File: config.mk
export PLATFORM = sky130hd
export DESIGN_NAME = bg_sar_ctrl
export DESIGN_NICKNAME = d
export VERILOG_FILES = /design/src/rtl/bg_sar_ctrl.sv
export SDC_FILE = /design/constraint.sdc
export NUM_CORES = 1
export LEC_CHECK = 0
export ABC_CLOCK_PERIOD_IN_PS = 1600
export CORE_MARGIN = 2
export CORE_UTILIZATION = 45
export CTS_CLUSTER_DIAMETER = 50
export DETAILED_ROUTE_END_ITERATION = 6
export PLACE_DENSITY_LB_ADDON = 0.3
export SKIP_LAST_GASP = 1
export SLEW_MARGIN = 5
export SYNTH_ARGS = -nofsm -noshare
export SYNTH_HDL_FRONTEND = slang
export SYNTH_SLANG_ARGS = --single-unit
File: constraint.sdc
create_clock -name clk -period 1.6 [get_ports clk]
set_input_delay 0.24 -clock clk [delete_from_list [all_inputs] [get_ports clk]]
set_output_delay 0.24 -clock clk [all_outputs]
set_load 0.02 [all_outputs]
File: src/rtl/bg_sar_ctrl.sv
// -----------------------------------------------------------------------------
// bg_sar_ctrl
//
// Digital sequencer for the switched-capacitor bandgap core. It powers up the
// core and runs the diode/capacitor phase sequence for each comparison:
//   CHARGE_A (unit diode on cap 1) -> GAP_A -> CHARGE_B (N diodes on cap 2)
//   -> GAP_B -> SHARE (both caps shared) -> DECIDE.
// The comparator result from each sequence drives an MSB-first successive
// approximation search on the fine IDAC code. When the last bit is resolved,
// the code is published and done pulses for one cycle.
//
// Optional feature (macro BG_SAR_CTRL_CHOP_EN):
//   Each bit is evaluated twice. Pass 1 uses cmp_swap=0. Pass 2 uses
//   cmp_swap=1 and inverts the synchronized comparator output. A bit is
//   cleared only when both passes ask for it to be cleared.
//   Without the macro, cmp_swap is tied low and each bit takes one pass.
//
// Ports:
//   clk             system clock
//   reset           synchronous active-high reset
//   start           one-cycle conversion request, accepted only in IDLE
//   coarse_in       coarse IDAC code, latched on accepted start
//   diode_n_sel     diode pattern for the N-diode phase, latched on start
//   cmpo            comparator output (asynchronous, 2-flop synchronized)
//   pwrup           core power-up
//   idacFine        SAR trial code
//   idacCoarse      latched coarse IDAC code
//   idacOutSelect_n IDAC output enables, active-low
//   diodeSelect     diode bank select
//   resStableSelect stable-resistor select (held low)
//   resPtatEnable_n PTAT resistor enable, active-low
//   c1, c2          cap cell switch controls {CB,CA}
//   cmp_swap        comparator input swap
//   busy            conversion in progress
//   done            one-cycle completion pulse
//   code            final trim code, held until the next done
// -----------------------------------------------------------------------------
module bg_sar_ctrl #(
    parameter int NBITS         = 8,
    parameter int SETTLE_CYCLES = 16,
    parameter int PWRUP_CYCLES  = 64
) (
    input  logic             clk,
    input  logic             reset,
    input  logic             start,
    input  logic [7:0]       coarse_in,
    input  logic [7:0]       diode_n_sel,
    input  logic             cmpo,
    output logic             pwrup,
    output logic [NBITS-1:0] idacFine,
    output logic [7:0]       idacCoarse,
    output logic [3:0]       idacOutSelect_n,
    output logic [7:0]       diodeSelect,
    output logic             resStableSelect,
    output logic             resPtatEnable_n,
    output logic [1:0]       c1,
    output logic [1:0]       c2,
    output logic             cmp_swap,
    output logic             busy,
    output logic             done,
    output logic [NBITS-1:0] code
);

    localparam int CNT_MAX = (PWRUP_CYCLES > SETTLE_CYCLES) ? PWRUP_CYCLES : SETTLE_CYCLES;
    localparam int CNT_W   = $clog2(CNT_MAX) + 1;
    localparam int IDX_W   = (NBITS > 1) ? $clog2(NBITS) : 1;

    localparam logic [CNT_W-1:0] PWRUP_LOAD  = CNT_W'(PWRUP_CYCLES - 1);
    localparam logic [CNT_W-1:0] SETTLE_LOAD = CNT_W'(SETTLE_CYCLES - 1);
    localparam logic [IDX_W-1:0] MSB_IDX     = IDX_W'(NBITS - 1);
    localparam logic [NBITS-1:0] MSB_CODE    = NBITS'(1) << (NBITS - 1);

    typedef enum logic [3:0] {
        IDLE,
        PWRUP,
        CHARGE_A,
        GAP_A,
        CHARGE_B,
        GAP_B,
        SHARE,
        DECIDE,
        FINISH
    } state_t;

    state_t           state_q;
    logic [CNT_W-1:0] cnt_q;
    logic [IDX_W-1:0] bit_q;
    logic             cmpo_meta_q;
    logic             cmpo_sync_q;
    logic [7:0]       diode_n_q;

    logic             pwrup_q;
    logic [NBITS-1:0] fine_q;
    logic [7:0]       coarse_q;
    logic [3:0]       outsel_n_q;
    logic [7:0]       diode_q;
    logic             ptat_en_n_q;
    logic [1:0]       c1_q;
    logic [1:0]       c2_q;
    logic             busy_q;
    logic             done_q;
    logic [NBITS-1:0] code_q;

`ifdef BG_SAR_CTRL_CHOP_EN
    logic             pass_q;     // 0: normal pass, 1: swapped pass
    logic             keep1_q;    // pass-1 verdict for the current bit
    logic             swap_q;
`endif

    logic [NBITS-1:0] bit_mask_d;
    logic [NBITS-1:0] next_mask_d;
    logic             keep_bit_d;
    logic [NBITS-1:0] fine_dec_d;
    logic [NBITS-1:0] fine_next_d;

    // Resolve the current trial bit and prepare the next trial code.
    always_comb begin
        bit_mask_d  = NBITS'(1) << bit_q;
        next_mask_d = bit_mask_d >> 1;
`ifdef BG_SAR_CTRL_CHOP_EN
        // In the swapped pass the comparator polarity is reversed, so an
        // inverted result of 1 means "keep". Either pass voting keep wins.
        keep_bit_d  = keep1_q | ~cmpo_sync_q;
`else
        keep_bit_d  = cmpo_sync_q;
`endif
        fine_dec_d  = keep_bit_d ? fine_q : (fine_q & ~bit_mask_d);
        fine_next_d = fine_dec_d | next_mask_d;
    end

    always_ff @(posedge clk) begin
        if (reset) begin
            state_q     <= IDLE;
            cnt_q       <= '0;
            bit_q       <= '0;
            cmpo_meta_q <= 1'b0;
            cmpo_sync_q <= 1'b0;
            diode_n_q   <= '0;
            pwrup_q     <= 1'b0;
            fine_q      <= '0;
            coarse_q    <= '0;
            outsel_n_q  <= 4'hF;
            diode_q     <= '0;
            ptat_en_n_q <= 1'b1;
            c1_q        <= '0;
            c2_q        <= '0;
            busy_q      <= 1'b0;
            done_q      <= 1'b0;
            code_q      <= '0;
`ifdef BG_SAR_CTRL_CHOP_EN
            pass_q      <= 1'b0;
            keep1_q     <= 1'b0;
            swap_q      <= 1'b0;
`endif
        end else begin
            cmpo_meta_q <= cmpo;
            cmpo_sync_q <= cmpo_meta_q;
            done_q      <= 1'b0;

            case (state_q)
                IDLE: begin
                    if (start) begin
                        coarse_q    <= coarse_in;
                        diode_n_q   <= diode_n_sel;
                        busy_q      <= 1'b1;
                        pwrup_q     <= 1'b1;
                        ptat_en_n_q <= 1'b0;
                        outsel_n_q  <= 4'b1110;   // IDAC output 0 drives VD
                        cnt_q       <= PWRUP_LOAD;
                        state_q     <= PWRUP;
                    end
                end

                PWRUP: begin
                    if (cnt_q == '0) begin
                        fine_q  <= MSB_CODE;
                        bit_q   <= MSB_IDX;
                        diode_q <= 8'h01;
                        c1_q    <= 2'b01;
                        c2_q    <= 2'b00;
                        cnt_q   <= SETTLE_LOAD;
                        state_q <= CHARGE_A;
                    end else begin
                        cnt_q <= cnt_q - CNT_W'(1);
                    end
                end

                CHARGE_A: begin
                    if (cnt_q == '0) begin
                        c1_q    <= 2'b00;
                        c2_q    <= 2'b00;
                        state_q <= GAP_A;
                    end else begin
                        cnt_q <= cnt_q - CNT_W'(1);
                    end
                end

                GAP_A: begin
                    diode_q <= diode_n_q;
                    c1_q    <= 2'b00;
                    c2_q    <= 2'b01;
                    cnt_q   <= SETTLE_LOAD;
                    state_q <= CHARGE_B;
                end

                CHARGE_B: begin
                    if (cnt_q == '0) begin
                        c1_q    <= 2'b00;
                        c2_q    <= 2'b00;
                        state_q <= GAP_B;
                    end else begin
                        cnt_q <= cnt_q - CNT_W'(1);
                    end
                end

                GAP_B: begin
                    diode_q <= 8'h00;
                    c1_q    <= 2'b10;
                    c2_q    <= 2'b10;
                    cnt_q   <= SETTLE_LOAD;
                    state_q <= SHARE;
                end

                SHARE: begin
                    if (cnt_q == '0) begin
                        c1_q    <= 2'b00;
                        c2_q    <= 2'b00;
                        state_q <= DECIDE;
                    end else begin
                        cnt_q <= cnt_q - CNT_W'(1);
                    end
                end

                DECIDE: begin
`ifdef BG_SAR_CTRL_CHOP_EN
                    if (!pass_q) begin
                        // First pass done: rerun the same trial swapped.
                        keep1_q <= cmpo_sync_q;
                        pass_q  <= 1'b1;
                        swap_q  <= 1'b1;
                        diode_q <= 8'h01;
                        c1_q    <= 2'b01;
                        c2_q    <= 2'b00;
                        cnt_q   <= SETTLE_LOAD;
                        state_q <= CHARGE_A;
                    end else begin
                        pass_q <= 1'b0;
                        swap_q <= 1'b0;
`endif
                        if (bit_q != '0) begin
                            fine_q  <= fine_next_d;
                            bit_q   <= bit_q - IDX_W'(1);
                            diode_q <= 8'h01;
                            c1_q    <= 2'b01;
                            c2_q    <= 2'b00;
                            cnt_q   <= SETTLE_LOAD;
                            state_q <= CHARGE_A;
                        end else begin
                            // Last bit: publish the resolved code together
                            // with done so the two are seen in the same cycle.
                            fine_q  <= fine_dec_d;
                            code_q  <= fine_dec_d;
                            done_q  <= 1'b1;
                            busy_q  <= 1'b0;
                            state_q <= FINISH;
                        end
`ifdef BG_SAR_CTRL_CHOP_EN
                    end
`endif
                end

                FINISH: begin
                    // Bias (pwrup, IDAC outputs) stays on; caps already idle.
                    state_q <= IDLE;
                end

                default: begin
                    state_q <= IDLE;
                end
            endcase
        end
    end

    assign pwrup           = pwrup_q;
    assign idacFine        = fine_q;
    assign idacCoarse      = coarse_q;
    assign idacOutSelect_n = outsel_n_q;
    assign diodeSelect     = diode_q;
    assign resStableSelect = 1'b0;
    assign resPtatEnable_n = ptat_en_n_q;
    assign c1              = c1_q;
    assign c2              = c2_q;
    assign busy            = busy_q;
    assign done            = done_q;
    assign code            = code_q;
`ifdef BG_SAR_CTRL_CHOP_EN
    assign cmp_swap        = swap_q;
`else
    assign cmp_swap        = 1'b0;
`endif

endmodule

==> flow_metrics.env <==
export IMPL_finalClockSkew_ps=9.40
export IMPL_violations="setup timing"
export IMPL_syn_area_per_cell_um2=8.55
export IMPL_die_area_um2=6920
export IMPL_status="complete, but fails checks"
export IMPL_synth_most_common_cell="dfxtp_1"
export IMPL_synthArstFlopShare=0
export IMPL_synth_yosys_seq_area_share=0.454
export IMPL_clk_pin_slew_worst_paths_ps=80
export IMPL_powerDensity_nw_per_um2=1420
export IMPL_syn_cell_area_um2=2820
export IMPL_antenna_left=0
export IMPL_grt_max_degree=55
export IMPL_fmax_mhz=566
export IMPL_cp_data_arrival_time_ps=2020
export IMPL_setup_violations=18
export IMPL_yosys_top_cells_count="dfxtp_1 (64), nand2_1 (58), a21oi_1 (37), nor2_1 (28), nor3_1 (10)"
export IMPL_route_detailed_drc=0
export IMPL_clock_root_buffer="clkbuf_8"
export IMPL_synth_simple_area_share=0.232
export IMPL_synth_edff_count=0
export IMPL_grt_overflow=0
export IMPL_dp_hpwl_um=5070
export IMPL_cp_end_kind="flip-flop"
export IMPL_gp_congestion=0.828
export IMPL_wire_per_inst_um=15.2
export IMPL_cts_buffer_depth=2
export IMPL_drt_total_wl_um=7740
export IMPL_holdBufCountCts=0
export IMPL_worstHoldPathCells=3
export IMPL_muxShareOfSynthArea=0.00355
export IMPL_synth_warnings=0
export IMPL_grt_pass1_vias=2635
export IMPL_syn_inst=330
export IMPL_drive_gt1_frac=0.276
export IMPL_synth_xor_area_frac=0.00311
export IMPL_num_rows=28
export IMPL_cts_buffers=9
export IMPL_synth_top_cell_area_share=0.454
export IMPL_p_leak_nw=1.80
export IMPL_cts_tree="yes"
export IMPL_io_buffers=60
export IMPL_cp_required_ps=1860
export IMPL_dr_pass1_iters=4
export IMPL_yosys_area_share_adder=0.0311
export IMPL_rsz0062_at_grt="yes"
export IMPL_drt_iter0_markers=151
export IMPL_fin_ws_ps=-166
export IMPL_post_synth_num_cell_types=50
export IMPL_clk_latency_ps=340
export IMPL_ys_flop_type="dfxtp_1"
export IMPL_met2_usage=0.380
export IMPL_area_delta_synth_final_pct=51.2
export IMPL_synth_compound_area_frac=0.218
export IMPL_critPathMaxFanout=6
export IMPL_critPathKind="flip-flop to flip-flop"
export IMPL_vias=2720
export IMPL_antenna_found_initial=0
export IMPL_start_util=0.471
export IMPL_via_per_inst=5.33
export IMPL_reg2regPathDepth=7
export IMPL_cp_start_kind="flip-flop"
export IMPL_grt_total_usage=0.218
export IMPL_synth_seq_cells=64
export IMPL_diodes=0
export IMPL_hold_viol_final=0
export IMPL_grt_pass1_wl_um=12100
export IMPL_fin_setup_tns_ps=-1460
export IMPL_die_w_um=83.2
export IMPL_synth_area_leader_cell="dfxtp_1"
export IMPL_met3_usage=0.0656
export IMPL_hp_class="input port to flip-flop"
export IMPL_maxCapViolations=0
export IMPL_io_pins=66
export IMPL_nets=457
export IMPL_cts_max_level=3
export IMPL_synth_top_family_by_area="simple AND/OR/NAND/NOR gates"
export IMPL_cts_sinks=64
export IMPL_vdd_drop_max_mv=0.952
export IMPL_slew_viol_final=0
export IMPL_power_w=0.00606
export IMPL_synth_top_cells_by_area="dfxtp_1 (45%), nand2_1 (7.7%), a21oi_1 (6.6%)"
export IMPL_top_usage_layer="met2"
export IMPL_core_um2=5990
export IMPL_grt_use_met1=0.242
export IMPL_period_share=1.10
export IMPL_die_h_um=83.2
export IMPL_layout_min_cycle_time_ps=1770
==> kinds of logic after synthesis <==
kind of cell / Yosys count
buffers and inverters: 29
AND/OR/NAND/NOR: 136
XOR/XNOR: 1
adder cells (fa/ha/maj): 7
flip-flops: 64
other: 2
AO/OA/AOI/OAI: 90
multiplexers: 1
==> flip-flops by register name, summed over array words and instances (netlist names), 3 cells and up <==
| register | flops |
|---|---|
| idacCoarse | 8 |
| diodeSelect | 8 |
| code | 8 |
| diode_n_q | 8 |
| cnt_q | 7 |
| state_q | 4 |
| idacFine | 8 |
| bit_q | 3 |
==> metal layers <==
metal,vias to the layer above,share of wire
met5,-,0
met4,0,0.022
met3,17,0.061
met2,93,0.51
met1,1271,0.40
li1,1339,-
==> cell type report <==
class / instances / area (um2)
timing repair buffer: 110 / 1030
inverter: 5 / 18.8
clock buffer: 10 / 138
clock inverter: 6 / 114
fill: 451 / 1730
tap: 75 / 93.8
multi-input combinational: 240 / 1590
sequential: 64 / 1290
==> power breakdown <==
group | total [W] | switching [W] | internal [W]
combinational | 0.00232 | 0.00117 | 0.00115
sequential | 0.00199 | 0.000193 | 0.00180
clock | 0.00174 | 0.000662 | 0.00108
==> worst max-delay path, stage by stage (launching register included) <==
cell and delay (ps):
dfxtp_1 350, or2_2 330, buf_4 150, a31oi_1 260, o21a_2 260, buf_6 110, nor2_2 20, nor4_1 200
==> timing repair <==
| item | 4_1_cts | 5_1_grt |
|---|---|---|
| resized for setup | 17 | 38 |
| pin swaps | 7 | 19 |
| setup buffers | 1 | 6 |
| endpoints found under the setup margin | 41 | 60 |
==> layout by cell type, fill, tap and decap left out, types with 6 or more instances in the layout <==
cell	instances
nand2b_1	7
nor2_1	23
clkbuf_8	10
dfxtp_1	61
a22o_1	7
clkdlybuf4s50_1	48
a21oi_1	34
a21o_1	6
nand2_1	56
nand3_1	6
nor3_1	9
buf_4	44
dlymetal6s2s_1	10
==> metrics by stage <==
step	instances	setup slack, ps	instance area [um2]	util	hold WS (ps)
finish	510	-166	4260	0.712	325
global route	510	-216	4260	0.712	321
CTS	504	-101	4070	0.680	301
detailed placement	487	-125	3750	0.626	431
global placement	487	-66.7	3750	0.626	421
floorplan	333	-70.0	2860	-	368
==> worst paths after layout <==
kind / slack [ps] / end / start
worst min-delay path: 320 / state_q[1]$_SDFFE_PP0P_ / reset
worst min register to register: 450 / cmpo_sync_q$_SDFF_PP0_ / cmpo_meta_q$_SDFF_PP0_
worst max-delay path: -170 / cnt_q[5]$_SDFFE_PP0P_ / state_q[1]$_SDFFE_PP0P_
worst max register to register: -170 / cnt_q[5]$_SDFFE_PP0P_ / state_q[1]$_SDFFE_PP0P_
Power figures use the tool's default switching activity.
